**src/rtl/gpu_pkg.sv**
```systemverilog
// Shared screen geometry, command encodings and helpers for the pixel writer
// and gpu_core.
package gpu_pkg;

  localparam int GPU_COLS           = 40;
  localparam int GPU_ROWS           = 30;
  localparam int GPU_CELLS_PER_WORD = 4;
  localparam int GPU_WORDS_PER_ROW  = 10;
  localparam int GPU_WORDS          = 300;

  localparam logic OP_SET = 1'b0;
  localparam logic OP_CLR = 1'b1;

  typedef enum logic [2:0] {
    IDLE = 3'd0,
    RD   = 3'd1,
    WR   = 3'd2,
    CLR  = 3'd3,
    FIN  = 3'd4
  } wr_state_t;

  typedef logic [3:0] colour_t;

  // Cell 0 of a word sits in the most significant nibble.
  function automatic logic [15:0] nib_merge(input logic [15:0] word,
                                            input logic [1:0]  nib,
                                            input colour_t     c);
    logic [15:0] r;
    r = word;
    case (nib)
      2'd0:    r[15:12] = c;
      2'd1:    r[11:8]  = c;
      2'd2:    r[7:4]   = c;
      2'd3:    r[3:0]   = c;
      default: r        = word;
    endcase
    return r;
  endfunction

endpackage

```
**src/rtl/gpu_pixel_writer_if.sv**
```systemverilog
// Command handshake plus the CPU-side RAM port of gpu_core, bundled for the
// pixel writer. "slave" is the writer's view, "master" the environment's.
interface gpu_pixel_writer_if;

  logic        CMD_VALID;
  logic        CMD_READY;
  logic        CMD_OP;
  logic [5:0]  CMD_X;
  logic [4:0]  CMD_Y;
  logic [3:0]  CMD_COLOR;
  logic        DONE;
  logic        ERR;
  logic [8:0]  ADDR;
  logic [15:0] DATA;
  logic        WREN;
  logic [15:0] Q;

  modport master (
    output CMD_VALID, CMD_OP, CMD_X, CMD_Y, CMD_COLOR, Q,
    input  CMD_READY, DONE, ERR, ADDR, DATA, WREN
  );

  modport slave (
    input  CMD_VALID, CMD_OP, CMD_X, CMD_Y, CMD_COLOR, Q,
    output CMD_READY, DONE, ERR, ADDR, DATA, WREN
  );

endinterface

```
**src/rtl/gpu_pixel_addr.sv**
```systemverilog
// Cell coordinate to word address / nibble mapping with a range flag.
// Purely combinational so gpu_core can reuse it on its read side.
module gpu_pixel_addr
  import gpu_pkg::*;
#(
  parameter int COLS = GPU_COLS,
  parameter int ROWS = GPU_ROWS
) (
  input  logic [5:0] i_x,
  input  logic [4:0] i_y,
  output logic [8:0] o_addr,
  output logic [1:0] o_nib,
  output logic       o_in_range
);

  logic [8:0] w_row_base;

  // y*10 peaks at 310 for a 5-bit row, so 9 bits never wrap.
  assign w_row_base = {4'b0000, i_y} * 9'(GPU_WORDS_PER_ROW);
  assign o_addr     = w_row_base + {5'b00000, i_x[5:2]};
  assign o_nib      = i_x[1:0];
  assign o_in_range = (i_x < 6'(COLS)) && (i_y < 5'(ROWS));

endmodule

```
**src/rtl/gpu_pixel_writer.sv**
```systemverilog
// Command-driven pixel writer: read-modify-write of single cells and a
// full-screen clear, driving gpu_core's CPU-side RAM port.
module gpu_pixel_writer
  import gpu_pkg::*;
#(
  parameter int COLS   = GPU_COLS,
  parameter int ROWS   = GPU_ROWS,
  parameter int RD_LAT = 1
) (
  input logic               CLK,
  input logic               RST,
  gpu_pixel_writer_if.slave bus
);

  localparam logic [8:0] LAST_WORD   = 9'(COLS * ROWS / GPU_CELLS_PER_WORD - 1);
  localparam logic [1:0] RD_CNT_INIT = 2'(RD_LAT - 1);

  wr_state_t   r_state;
  logic [1:0]  r_cnt;
  logic [1:0]  r_nib;
  colour_t     r_color;
  logic        r_ready;
  logic        r_done;
  logic        r_err;
  logic [8:0]  r_addr;
  logic [15:0] r_data;
  logic        r_wren;

  logic [8:0]  w_addr;
  logic [1:0]  w_nib;
  logic        w_in_range;
  logic        w_accept;

  gpu_pixel_addr #(
    .COLS (COLS),
    .ROWS (ROWS)
  ) u_addr (
    .i_x        (bus.CMD_X),
    .i_y        (bus.CMD_Y),
    .o_addr     (w_addr),
    .o_nib      (w_nib),
    .o_in_range (w_in_range)
  );

  assign w_accept = bus.CMD_VALID && r_ready;

  // Command FSM; every RAM and handshake output is a register of this block.
  always_ff @(posedge CLK or posedge RST) begin
    if (RST) begin
      r_state <= IDLE;
      r_cnt   <= 2'd0;
      r_nib   <= 2'd0;
      r_color <= 4'd0;
      r_ready <= 1'b0;
      r_done  <= 1'b0;
      r_err   <= 1'b0;
      r_addr  <= 9'd0;
      r_data  <= 16'd0;
      r_wren  <= 1'b0;
    end else begin
      case (r_state)
        IDLE: begin
          if (w_accept) begin
            r_ready <= 1'b0;
            r_color <= bus.CMD_COLOR;
            if (bus.CMD_OP == OP_CLR) begin
              r_state <= CLR;
              r_addr  <= 9'd0;
              r_data  <= {4{bus.CMD_COLOR}};
              r_wren  <= 1'b1;
            end else if (w_in_range) begin
              r_state <= RD;
              r_addr  <= w_addr;
              r_nib   <= w_nib;
              r_cnt   <= RD_CNT_INIT;
              r_wren  <= 1'b0;
            end else begin
              r_state <= FIN;
              r_err   <= 1'b1;
              r_done  <= 1'b1;
            end
          end else begin
            r_ready <= 1'b1;
          end
        end
        RD: begin
          // ADDR is held steady until the RAM's read latency has elapsed.
          if (r_cnt == 2'd0) begin
            r_data  <= nib_merge(bus.Q, r_nib, r_color);
            r_wren  <= 1'b1;
            r_state <= WR;
          end else begin
            r_cnt <= r_cnt - 2'd1;
          end
        end
        WR: begin
          r_wren  <= 1'b0;
          r_done  <= 1'b1;
          r_state <= FIN;
        end
        CLR: begin
          if (r_addr == LAST_WORD) begin
            r_wren  <= 1'b0;
            r_done  <= 1'b1;
            r_state <= FIN;
          end else begin
            r_addr <= r_addr + 9'd1;
          end
        end
        FIN: begin
          r_done  <= 1'b0;
          r_err   <= 1'b0;
          r_ready <= 1'b1;
          r_state <= IDLE;
        end
        default: begin
          r_wren  <= 1'b0;
          r_done  <= 1'b0;
          r_err   <= 1'b0;
          r_ready <= 1'b0;
          r_state <= IDLE;
        end
      endcase
    end
  end

  assign bus.CMD_READY = r_ready;
  assign bus.DONE      = r_done;
  assign bus.ERR       = r_err;
  assign bus.ADDR      = r_addr;
  assign bus.DATA      = r_data;
  assign bus.WREN      = r_wren;

endmodule

```
**src/flat_wrapper.sv**
```systemverilog
// flat-port wrapper written by rule: the top's interface ports become plain ports
module gpu_pixel_writer_flat import gpu_pkg::*;
#(
  parameter int COLS   = GPU_COLS,
  parameter int ROWS   = GPU_ROWS,
  parameter int RD_LAT = 1
)
  (CLK, RST, bus_CMD_VALID, bus_CMD_OP, bus_CMD_X, bus_CMD_Y, bus_CMD_COLOR, bus_Q, bus_CMD_READY, bus_DONE, bus_ERR, bus_ADDR, bus_DATA, bus_WREN);
  gpu_pixel_writer_if bus_i ();
  input logic CLK;
  input logic RST;
  input wire logic [$bits(bus_i.CMD_VALID)-1:0] bus_CMD_VALID;
  input wire logic [$bits(bus_i.CMD_OP)-1:0] bus_CMD_OP;
  input wire logic [$bits(bus_i.CMD_X)-1:0] bus_CMD_X;
  input wire logic [$bits(bus_i.CMD_Y)-1:0] bus_CMD_Y;
  input wire logic [$bits(bus_i.CMD_COLOR)-1:0] bus_CMD_COLOR;
  input wire logic [$bits(bus_i.Q)-1:0] bus_Q;
  output wire logic [$bits(bus_i.CMD_READY)-1:0] bus_CMD_READY;
  output wire logic [$bits(bus_i.DONE)-1:0] bus_DONE;
  output wire logic [$bits(bus_i.ERR)-1:0] bus_ERR;
  output wire logic [$bits(bus_i.ADDR)-1:0] bus_ADDR;
  output wire logic [$bits(bus_i.DATA)-1:0] bus_DATA;
  output wire logic [$bits(bus_i.WREN)-1:0] bus_WREN;
  assign bus_i.CMD_VALID = bus_CMD_VALID;
  assign bus_i.CMD_OP = bus_CMD_OP;
  assign bus_i.CMD_X = bus_CMD_X;
  assign bus_i.CMD_Y = bus_CMD_Y;
  assign bus_i.CMD_COLOR = bus_CMD_COLOR;
  assign bus_i.Q = bus_Q;
  assign bus_CMD_READY = bus_i.CMD_READY;
  assign bus_DONE = bus_i.DONE;
  assign bus_ERR = bus_i.ERR;
  assign bus_ADDR = bus_i.ADDR;
  assign bus_DATA = bus_i.DATA;
  assign bus_WREN = bus_i.WREN;
  gpu_pixel_writer #(.COLS(COLS), .ROWS(ROWS), .RD_LAT(RD_LAT)) u_core (.CLK(CLK), .RST(RST), .bus(bus_i));
endmodule
```
**config.mk**
```make
export PLATFORM = sky130hd
export DESIGN_NAME = gpu_pixel_writer_flat
export DESIGN_NICKNAME = d
export VERILOG_FILES = /design/src/rtl/gpu_pkg.sv /design/src/rtl/gpu_pixel_writer_if.sv /design/src/rtl/gpu_pixel_addr.sv /design/src/rtl/gpu_pixel_writer.sv /design/src/flat_wrapper.sv
export SDC_FILE = /design/constraint.sdc
export NUM_CORES = 1
export LEC_CHECK = 0
export BUFFER_PORTS_ARGS = -buffer_cell sky130_fd_sc_hd__buf_2
export CORE_UTILIZATION = 58
export CTS_CLUSTER_DIAMETER = 150
export DETAILED_ROUTE_END_ITERATION = 10
export GPL_TIMING_DRIVEN = 0
export PLACE_DENSITY_LB_ADDON = 0.2
export SYNTH_ARGS = -nofsm -noshare
export SYNTH_HDL_FRONTEND = slang
export SYNTH_SLANG_ARGS = --single-unit
```
**constraint.sdc**
```tcl
create_clock -name CLK -period 4 [get_ports CLK]
set_input_delay 0.8 -clock CLK [delete_from_list [all_inputs] [get_ports CLK]]
set_output_delay 0.8 -clock CLK [all_outputs]
set_load 0.01 [all_outputs]
```
---- Word level (Yosys, flattened, before mapping) ----
Cells that the tools add are included.
word-level totals
  register bits ........................... 40
  bits of input ports ..................... 35
  output and inout port bits .............. 29
  logic and storage cells ................. 93
operators by class
  add/subtract/negate cells ............... 3
  multipliers ............................. 1
  $lt $le $gt $ge ......................... 2
  equality and inequality tests ........... 18
  mux-type cells .......................... 38
  bitwise operators ....................... 4
  reduce and logical (&&, ||, !) cells .... 17
operators by type and width
  kind                   count
  $mux W16               3
  $mux W9                4
  $pmux W16 S2           1
  $pmux W9 S2            1
  $mux W4                4
  $reduce_and A4 Y1      4
  $mux W3                5
  $reduce_and A5 Y1      3
  $ne A2 B2 Y1 const B   6
  $pmux W3 S4            1
  $mux W1                10
  $add A9 B1 Y9 const B  1
  $add A9 B4 Y9          1
  $eq A9 B9 Y1 const B   1
  $mul A5 B3 Y8 const B  1
  $mux W2                4
  $pmux W1 S4            2
  $eq A3 B2 Y1 const B   2
  $lt A6 B6 Y1 const B   1
  $ne A2 B1 Y1 const B   3
  $lt A5 B5 Y1 const B   1
  $eq A2 B2 Y1 const B   2
  $logic_not A2 Y1       2
  $not A1 Y1             4
  other kinds (14)       16

---- Longest topological paths before layout ----
  word-level depth ........................ 6
  gate-level depth with buffers ........... 9
  mapped depth without buffers ............ 9

---- Hierarchy ----
From an unflattened synthesis, not the netlist that was laid out.
unflattened totals
  cell total of the unflattened synthesis .. 271
  area, all modules ....................... 2548.7 µm²
modules (own cells, without submodules)
  module            times used  cells each  area each (µm²)
  gpu_pixel_writer  1           237         2222.1
  gpu_pixel_addr    1           34          326.6

---- Worst setup path after synthesis ----
Ideal clock, no wire load.
  kind .................................... input -> register
  start point ............................. input bus_CMD_Y[1]
  end point ............................... register u_core.r_addr[5], in the netlist u_core.bus.ADDR[5]
  data arrival time ....................... 2478 ps
  slack ................................... 1391 ps
  cell stages on the path ................. 9
  path through ............................ ha_1 -> ha_1 -> inv_1 -> fa_1 -> inv_1 -> or3_1 -> o2111ai_1 -> and2_1 -> a2bb2oi_2
between the ends
  cells in the longest elaborated chain, start to end .. 6
  elaborated cells on any way between the ends .. 10
  classes of those cells .................. 1 x add/sub; 1 x mul; 1 x order compare; 1 x eq/ne; 4 x mux; 2 x reduce/logical
ends and longest elaborated chain
  what                    line                     text
  start: declaration      flat_wrapper.sv:15       input wire logic [$bits(bus_i.CMD_Y)-1:0] bus_CMD_Y;
  $mul A5 B3 Y8           gpu_pixel_addr.sv:19     assign w_row_base = {4'b0000, i_y} * 9'(GPU_WORDS_PER_ROW);
  $add A9 B4 Y9           gpu_pixel_addr.sv:20     assign o_addr = w_row_base + {5'b00000, i_x[5:2]};
  $mux W9                 gpu_pixel_writer.sv:71   end else if (w_in_range) begin
  $mux W9                 gpu_pixel_writer.sv:66   if (bus.CMD_OP == OP_CLR) begin
  $mux W9                 gpu_pixel_writer.sv:63   if (w_accept) begin
  $pmux W9 S2             gpu_pixel_writer.sv:61   case (r_state)
  end signal: assignment  gpu_pixel_writer.sv:73   r_addr <= w_addr;
  end signal: assignment  gpu_pixel_writer.sv:107  r_addr <= r_addr + 9'd1;
  end: declaration        gpu_pixel_writer.sv:25   logic [8:0] r_addr;
Parallel ways exist; a longest one is shown, timed or not. The select of a mux whose other input is x is not followed.
A chain may end at the register's enable or synchronous reset.

---- Worst setup path in the final report ----
  start point ............................. input bus_CMD_Y[1]
  end point ............................... register u_core.r_addr[6], in the netlist u_core.bus.ADDR[6]
Same word-level chain as after synthesis.

==> flow_summary_export.csv <==
group,metric,value,unit
status,run_status,"completed",
layout,stdcell_count,392,
yosys,syn_nets,318,
worst_hold_path,hold_path_depth,1,
global_route,antenna_found_initial,0,
sta,fmax,0.380,GHz
yosys,synthArstFlopShare,100,%
pwr,power_density,734,nW/um2
layout,layout.nets,387,
routing,ant_nets,0,
die,die_x,69.4,um
placed_design,place_inst,384,
routing,first_pass_iters,5,
routing,wire_per_inst,16.2,um
routing,drt_iter0_drc,190,
sta,fin_crit_sh,65.8,%
sta,setup_ws,1.37,ns
layout,diodes,0,
routing,vias_per_cell,6.14,
sta,max_slew_margin,44.5,%
die,start_util,60.5,%
yosys,yosys.area.top_type,"dfrtp_1",
clock_tree,holdBufCountCts,0,
critical_path,crit_path_end_kind,"flop",
layout,drive_above_1_share,28.5,%
layout,nFillCells,323,
global_route,grt_overflow,0,
yosys,yosys_warnings,0,
routing,routed_wl,6360,um
global_route,grt_pass1_vias,2298,
critical_path,path_class,"primary input to flop",
yosys,ys_seq_area_share,38.0,%
clock_tree,post-cts-setup-buffer-count,0,
pwr,total_power,2.29,mW
sta,tns,0,ns
global_route,grt_first_pass_wirelength,10900,um
placed_design,post-dp-hpwl,4700,um
clock_tree,path_clk_slew,0.08,ns
yosys,synth_most_common_cell,"dfrtp_1",
pwr,peakVddDrop,0.422,mV
yosys,ys.flop_type,"dfrtp_1",
critical_path,crit_slowest_cell,"fa_1",
layout,syn2layout_area_growth,18.3,%
sta,hold_viol,0,
sta,rsz0062_at_grt,"false",
yosys,ys_ff_latch,40,
placed_design,port_buffers,62,
clock_tree,cts-root-buf,"clkbuf_8",
die,die_area,4820,um2
critical_path,critPathRequiredTime,4.21,ns
routing,drc,0,
critical_path,start_kind,"primary input",
die,rows,24,
yosys,synth_cell_types,60,
die,die_h,69.4,um
clock_tree,cts_made_buffers,5,
sta,finClkSkew,0.00613,ns
yosys,synth_area,2640,um2
sta,tightest_slew,0.831,ns
sta,layout_min_cycle_time,2.63,ns
placed_design,pre_cts_ws,1.07,ns
yosys,synthTopCellsByArea,"dfrtp_1 38%, a21o_1 5.4%, ha_1 5.2%",
critical_path,crit_arrival,2.84,ns
global_route,grt_use_total,28.4,%
sta,drv_slew,0,
pwr,leakagePower,1.57,nW
yosys,synth.avg_cell_area,9.76,um2
global_route,grt_max_degree,41,
clock_tree,postCtsResizedCells,0,
yosys,synth_edf_count,0,
clock_tree,insertion_delay,0.29,ns
die,io_pins,64,
placed_design,gp_congestion,0.887,
yosys,syn_inst,270,
routing,routed-via-count,2407,
critical_path,path_max_fanout,4,
yosys,synthTopCellsByCount,"40 x dfrtp_1, 25 x nand2_1, 20 x nor2_1",
clock_tree,cts_max_level,2,
critical_path,slowest_delay,0.45,ns
clock_tree,cts_tree,"yes",
sta,setup_viol_count_final,0,
flow_run,drv_cap,0,
clock_tree,clock-sinks,40,
worst_hold_path,min_path_type,"flop to flop",
die,core,4350,um2
critical_path,cpMostUsedCell,"ha_1",
clock_tree,clock_path_buffers,2,
yosys,synth_top_area_share,38.0,%
critical_path,r2r_cells,7,
critical_path,crit_chain,"buf_2 > ha_1 > ha_1 > inv_1 > fa_1 > nor2b_1 > a22o_1 > xor2_1 > nand2_1 > a31oi_1",
## through the flow
stage                     area (um2)  hold slack, ns  utilization, %
final                           3120           0.474            71.6
after CTS                       3120           0.477            71.6
after floorplan                 2640           0.475               -
after global routing            3120           0.488            71.6
after detailed placement        3010           0.460            69.1
after global placement          3010           0.456            69.1
## worst max-delay path: cells and delay by family
kind | cells | cell delay, ns
AOI/OAI and AO/OA | 2 | 0.41
buffers and inverters | 2 | 0.18
adders and majority gates | 3 | 0.95
and+or+nand+nor | 2 | 0.31
xor gates and xnor gates | 1 | 0.19
## cells by family after synthesis
group           count (synthesis)  share of synthesized area [%]
xor+xnor                        7                           2.90
buf+inv                        29                           5.27
flops                          40                           38.0
mux                            14                           5.60
simple gates                   79                           16.2
compound gates                 88                           25.3
fa+ha+maj                      13                           6.74
## final cells by class
| class | instances | area [um2] | area share, % |
|---|---|---|---|
| flip-flops and latches | 40 | 1000 | 32.1 |
| well taps | 52 | 65.1 | 2.09 |
| clock buffers | 6 | 72.6 | 2.33 |
| repair buffers | 62 | 310 | 9.95 |
| clock inverters | 2 | 35.0 | 1.12 |
| multi-input cells | 201 | 1500 | 48.0 |
| inverters | 14 | 52.6 | 1.69 |
| plain buffers | 15 | 86.3 | 2.77 |
## flip-flops by register name, summed over array words and instances (netlist names)
| signal | count |
|---|---|
| u_core.bus.DATA | 16 |
| u_core.bus.ADDR | 9 |
| u_core.r_color | 4 |
| u_core.r_state | 3 |
| u_core.r_cnt | 2 |
| u_core.r_nib | 2 |
| u_core.bus.CMD_READY | 1 |
| u_core.bus.DONE | 1 |
| u_core.bus.ERR | 1 |
| u_core.bus.WREN | 1 |
## report_power, final
part           switching, mW  total (mW)  leakage, nW  internal (mW)
combinational          0.665        1.18         1.02          0.518
clock                  0.146       0.331       0.0552          0.185
sequential             0.175       0.775        0.495          0.600
## metal layers
layer / vias up / track usage (%) / wire, um / share of wire (%)
met5: - / 0 / 0 / 0
met2: 106 / 48.1 / 3100 / 49
met3: 9 / 5.52 / 415 / 6.5
met1: 1164 / 36.7 / 2750 / 43
met4: 0 / 9.07 / 95 / 1.5
li1: 1128 / - / - / -
## worst paths after layout
check	from	end	slack, ns
min in group asynchronous	RST	u_core.bus.DATA[8]	0.66
worst min-delay path	u_core.bus.DATA[8]	u_core.bus.DATA[8]	0.47
worst max-delay path	bus_CMD_Y[1]	u_core.bus.ADDR[6]	1.37
max in group asynchronous	RST	u_core.bus.DATA[1]	2.81
worst min register to register	u_core.bus.DATA[8]	u_core.bus.DATA[8]	0.47
worst max register to register	u_core.bus.ADDR[0]	u_core.bus.ADDR[2]	2.03
## placed cells by master (no fill, tap or decap), types with 4 or more instances in the layout
cell      Yosys  layout
clkbuf_1      4       5
clkbuf_8      0       5
ha_1         11      11
a21oi_1      14      14
buf_2         6      68
inv_1        14      13
a21o_1       19      19
a211oi_1      9       9
xnor2_1       4       4
a311oi_1      8       8
dfrtp_1      40      40
o21ai_0      11      11
nand3_1       8       8
nor2_1       20      20
mux2i_1       8       8
nand2_1      25      25
No activity file was read; power rests on OpenSTA's default activity.
